### src/rtl/fetch_sequencer_pkg.sv
// Shared definitions for the instruction-fetch sequencer: default widths and FSM encodings.
package fetch_sequencer_pkg;

    localparam int unsigned ADDR_W_DEF = 10;
    localparam int unsigned DATA_W_DEF = 16;
    localparam int unsigned BR_W_DEF   = 6;

    typedef enum logic [2:0] {
        StIdle   = 3'd0,
        StFetch  = 3'd1,
        StWait   = 3'd2,
        StIssue  = 3'd3,
        StDecode = 3'd4,
        StHalt   = 3'd5,
        StErr    = 3'd6
    } fetch_state_e;

endpackage

### src/rtl/fetch_sequencer_next_pc.sv
// Next-PC selection: absolute jump beats relative branch beats sequential increment.
module next_pc_calc
    import fetch_sequencer_pkg::*;
#(
    parameter int unsigned ADDR_W = ADDR_W_DEF,
    parameter int unsigned BR_W   = BR_W_DEF
) (
    input  logic [ADDR_W-1:0] pc,
    input  logic              jmpEnable,
    input  logic [ADDR_W-1:0] jmpDir,
    input  logic              branchEnable,
    input  logic [BR_W-1:0]   branchDir,
    output logic [ADDR_W-1:0] next_pc
);

    logic [ADDR_W-1:0] branch_ext;

    // Offset is relative to the branch instruction itself; sum wraps modulo 2^ADDR_W.
    assign branch_ext = {{(ADDR_W - BR_W){branchDir[BR_W-1]}}, branchDir};

    always_comb begin
        next_pc = pc + ADDR_W'(1);
        if (jmpEnable) begin
            next_pc = jmpDir;
        end else if (branchEnable) begin
            next_pc = pc + branch_ext;
        end
    end

endmodule

### src/rtl/fetch_sequencer.sv
// Instruction-fetch controller: fetches words over req/ack, issues them to decodec and
// picks the next PC from decodec's jump/branch outputs.
module fetch_sequencer
    import fetch_sequencer_pkg::*;
#(
    parameter int unsigned       ADDR_W      = ADDR_W_DEF,
    parameter int unsigned       DATA_W      = DATA_W_DEF,
    parameter int unsigned       BR_W        = BR_W_DEF,
    parameter logic [ADDR_W-1:0] RESET_PC    = '0,
    parameter int unsigned       MEM_TIMEOUT = 15
) (
    input  logic              clk,
    input  logic              reset,
    output logic              imem_req,
    output logic [ADDR_W-1:0] imem_addr,
    input  logic              imem_ack,
    input  logic [DATA_W-1:0] imem_data,
    output logic [DATA_W-1:0] instr,
    output logic              instr_valid,
    input  logic              stall,
    input  logic              jmpEnable,
    input  logic [ADDR_W-1:0] jmpDir,
    input  logic              branchEnable,
    input  logic [BR_W-1:0]   branchDir,
    input  logic              halt_req,
    output logic [ADDR_W-1:0] pc,
    output logic              halted,
    output logic              err
);

    localparam logic [7:0] TIMEOUT_CNT = 8'(MEM_TIMEOUT);

    fetch_state_e      state_q, state_d;
    logic [ADDR_W-1:0] pc_q, pc_d;
    logic [ADDR_W-1:0] addr_q, addr_d;
    logic [DATA_W-1:0] instr_q, instr_d;
    logic [7:0]        cnt_q, cnt_d;
    logic [ADDR_W-1:0] next_pc;

    next_pc_calc #(
        .ADDR_W (ADDR_W),
        .BR_W   (BR_W)
    ) u_next_pc (
        .pc           (pc_q),
        .jmpEnable    (jmpEnable),
        .jmpDir       (jmpDir),
        .branchEnable (branchEnable),
        .branchDir    (branchDir),
        .next_pc      (next_pc)
    );

    always_ff @(posedge clk or posedge reset) begin
        if (reset) begin
            state_q <= StIdle;
            pc_q    <= RESET_PC;
            addr_q  <= RESET_PC;
            instr_q <= '0;
            cnt_q   <= '0;
        end else begin
            state_q <= state_d;
            pc_q    <= pc_d;
            addr_q  <= addr_d;
            instr_q <= instr_d;
            cnt_q   <= cnt_d;
        end
    end

    always_comb begin
        state_d = state_q;
        pc_d    = pc_q;
        addr_d  = addr_q;
        instr_d = instr_q;
        cnt_d   = cnt_q;
        unique case (state_q)
            StIdle:  state_d = StFetch;
            StFetch: begin
                cnt_d   = '0;
                state_d = StWait;
            end
            StWait: begin
                // An ack on the final counted cycle still completes the fetch.
                if (imem_ack) begin
                    instr_d = imem_data;
                    state_d = StIssue;
                end else begin
                    cnt_d = cnt_q + 8'd1;
                    if (cnt_d == TIMEOUT_CNT) begin
                        state_d = StErr;
                    end
                end
            end
            StIssue: begin
                if (!stall) begin
                    state_d = StDecode;
                end
            end
            StDecode: begin
                if (halt_req) begin
                    state_d = StHalt;
                end else begin
                    pc_d    = next_pc;
                    addr_d  = next_pc;
                    state_d = StFetch;
                end
            end
            StHalt:  state_d = StHalt;
            StErr:   state_d = StErr;
            default: state_d = StIdle;
        endcase
    end

    // Request is decoded from state so an async reset drops it without waiting for ack.
    assign imem_req    = (state_q == StFetch) || (state_q == StWait);
    assign imem_addr   = addr_q;
    assign instr       = instr_q;
    assign instr_valid = (state_q == StIssue);
    assign pc          = pc_q;
    assign halted      = (state_q == StHalt) || (state_q == StErr);
    assign err         = (state_q == StErr);

endmodule

### config.mk
export PLATFORM = sky130hd
export DESIGN_NAME = fetch_sequencer
export DESIGN_NICKNAME = d
export VERILOG_FILES = /design/src/rtl/fetch_sequencer_pkg.sv /design/src/rtl/fetch_sequencer_next_pc.sv /design/src/rtl/fetch_sequencer.sv
export SDC_FILE = /design/constraint.sdc
export NUM_CORES = 1
export LEC_CHECK = 0
export CAP_MARGIN = 20
export CORE_MARGIN = 10
export CORE_UTILIZATION = 40
export DETAILED_ROUTE_END_ITERATION = 16
export PLACE_DENSITY_LB_ADDON = 0.3
export SLEW_MARGIN = 30
export SYNTH_ARGS = -nofsm -noshare
export SYNTH_HDL_FRONTEND = slang
export SYNTH_HIERARCHICAL = 1
export SYNTH_SLANG_ARGS = --single-unit
### constraint.sdc
create_clock -name clk -period 2.09 [get_ports clk]
set_input_delay 0.3135 -clock clk [delete_from_list [all_inputs] [get_ports clk]]
set_output_delay 0.3135 -clock clk [all_outputs]
set_load 0.05 [all_outputs]
==> impl_metrics.env <==
export IMPL_ys_ff_latch=37
export IMPL_synth_flop_cell="dfrtp_1"
export IMPL_drtIter0Drc=49
export IMPL_yosys_area_top_type_share=0.404
export IMPL_postRouteAntennaNets=0
export IMPL_yosys_area_share_simple=0.158
export IMPL_final_min_clock_period_ps=2060
export IMPL_rows=27
export IMPL_cp_arrival_ps=2240
export IMPL_ys_types=51
export IMPL_initial_utilization=0.414
export IMPL_yosysMostFrequentCell="dfrtp_1"
export IMPL_synth_area_mux_share=0.156
export IMPL_reg2regPathDepth=7
export IMPL_synth_seq_area_share=0.404
export IMPL_insertion_delay_ps=290
export IMPL_ys_top_cells_by_count="37 x dfrtp_1, 30 x mux2_2, 19 x o21ai_0, 16 x nand2_1, 11 x buf_4"
export IMPL_grt_ovfl_total=0
export IMPL_place_ws_ps=-657
export IMPL_fin_util=0.646
export IMPL_antenna_found_initial=0
export IMPL_path_class="register to register"
export IMPL_num_vias=1965
export IMPL_totalPowerFinal_mw=5.87
export IMPL_grt_max_degree=38
export IMPL_timing_hold_ws_ps=432
export IMPL_routedWlPerCell_um=16.0
export IMPL_clock_sinks=37
export IMPL_place_gp_congestion=0.819
export IMPL_layout_setup_ws_ps=30.1
export IMPL_start_kind="register"
export IMPL_worst_pin_slew_ps=537
export IMPL_critPathMaxFanout=3
export IMPL_yosys_top_cells_area="dfrtp_1 40%, mux2_2 15%, o21ai_0 4.1%, ha_1 3.8%, buf_4 3.6%"
export IMPL_synth_top_cell_by_area="dfrtp_1"
export IMPL_core_um2=5540
export IMPL_synth_compound_area_frac=0.129
export IMPL_finalNonFillerCells=390
export IMPL_via_per_inst=5.04
export IMPL_io_buffers=78
export IMPL_synth_avg_cell_area_um2=10.4
export IMPL_status="finished, final reports clean"
export IMPL_cts_max_level=2
export IMPL_synthXorXnorAreaFrac=0.0344
export IMPL_dieWidth_um=95.7
export IMPL_placed_area_um2=3340
export IMPL_fmax_ghz=0.485
export IMPL_cp_required_ps=2270
export IMPL_setup_viol=0
export IMPL_path_clk_slew_ps=70
export IMPL_grt_usage=0.140
export IMPL_drive_gt1_frac=0.349
export IMPL_critPathCaptureType="register"
export IMPL_reg2reg_from="imem_addr[1]$_DFFE_PP0P_"
export IMPL_async_flop_share=1.00
export IMPL_synthAdderAreaFrac=0.0469
export IMPL_finalHoldViolations=0
export IMPL_final_cell_area_um2=3580
export IMPL_tns_ps=0
export IMPL_cts_tree="done"
export IMPL_r2r_end="imem_addr[7]$_DFFE_PP0P_"
export IMPL_synth_edf_count=0
export IMPL_dieArea_um2=9160
export IMPL_rsz0062_at_grt="yes"
export IMPL_drcViolationCount=0
export IMPL_ios=79
export IMPL_area_growth_pct=56.1
export IMPL_routed_wl_um=6250
export IMPL_fin_skew_ps=7.18
export IMPL_leakage_nw=1.50
export IMPL_syn_inst=221
export IMPL_relSlewSlack=0.641
export IMPL_grt_pass1_vias=2051
export IMPL_firstDrtPassIters=4
export IMPL_finalMaxSlewViolations=0
export IMPL_dp_hpwl_um=4730
export IMPL_finalNetCount=364
export IMPL_rrSetupSlack_ps=30
export IMPL_syn_num_nets=268
export IMPL_hp_class="primary input to async pin"
export IMPL_fin_crit_sh=0.986
export IMPL_clock_root_buffer="clkbuf_8"
export IMPL_fp_dieH_um=95.7
export IMPL_synth_area_um2=2290
export IMPL_cap_violations=0
export IMPL_grt_pass1_wl_um=10200
export IMPL_ctsHoldBuffers=0
export IMPL_numCtsBuffers=5
export IMPL_diodes=0
export IMPL_ir_drop_mv=1.05
export IMPL_yosysWarnings=6
export IMPL_fillers=457
export IMPL_cts_buffer_depth=2
export IMPL_synth_top_family_by_area="simple AND/OR/NAND/NOR gates"
export IMPL_power_density_nw_per_um2=1640
export IMPL_dp_cells=374
## sequential cells by signal, indices dropped and copies added (netlist names)
name       count
imem_addr     10
state_q        3
instr         16
cnt_q          8
## layout by cell type, fill, tap and decap left out, types with 5 or more instances in the layout
cell type,netlist,routed
xnor2_1,6,6
nor2_1,8,8
buf_4,11,28
clkbuf_8,0,5
a21oi_1,9,7
dfrtp_1,37,32
inv_1,7,7
ha_4,0,5
dfrtp_2,0,5
o21ai_0,19,14
mux2_2,30,26
nand2_1,16,15
clkdlybuf4s50_1,0,67
## where the power goes
part / total, mW / switching, mW / internal (mW)
combinational: 4.07 / 2.35 / 1.71
clock: 0.494 / 0.264 / 0.230
sequential: 1.31 / 0.288 / 1.02
total: 5.87 / 2.90 / 2.97
## cells by family after synthesis
group / count (synthesis)
adders and majority gates: 8
muxes: 32
AOI/OAI and AO/OA: 48
buffers and inverters: 28
xor gates and xnor gates: 9
DFF: 37
and+or+nand+nor: 59
## per-layer routing
metal,vias up,part of all wire,global-route usage
met5,-,0,0
met4,0,0.013,0.0418
met3,9,0.077,0.0482
met2,57,0.52,0.251
met1,935,0.39,0.152
li1,964,-,-
## area by class of cell
cell class,instances,area (um2),share of cell area
Inverter,9,33.8,0.00944
Sequential cell,37,932,0.261
Clock buffer,5,68.8,0.0192
Clock inverter,3,17.5,0.00490
Tap cell,72,90.1,0.0252
Timing Repair Buffer,108,1040,0.292
Multi-Input combinational cell,156,1390,0.389
## worst max path at each step
stage                              from                  endpoint  slack (ps)  depth (start not counted)
6_report       imem_addr[1]$_DFFE_PP0P_  imem_addr[7]$_DFFE_PP0P_          30                          7
2_1_floorplan              branchEnable  imem_addr[6]$_DFFE_PP0P_          -8                          9
3_3_place_gp               branchEnable  imem_addr[6]$_DFFE_PP0P_        -590                         10
4_1_cts                    branchDir[4]  imem_addr[7]$_DFFE_PP0P_           5                          8
5_1_grt        imem_addr[1]$_DFFE_PP0P_  imem_addr[7]$_DFFE_PP0P_         -60                          7
3_5_place_dp               branchEnable  imem_addr[6]$_DFFE_PP0P_        -660                         10
## worst max-delay path, cell delays in order, from the launching register on
cell and delay, ps:
dfrtp_2 440, ha_4 260, a211oi_4 280, o21a_1 200, buf_4 110, nor3_1 50, o311a_1 350, mux2_4 250
## repair_timing
item                                    CTS  global route
gates resized for setup                  25            10
endpoints found under the setup margin    6             7
pin swaps                                17            17
endpoints found under the hold margin     0             0
setup buffers                             7             1
cloned                                    0             0
Note: power is estimated with default switching activity, not from simulation.
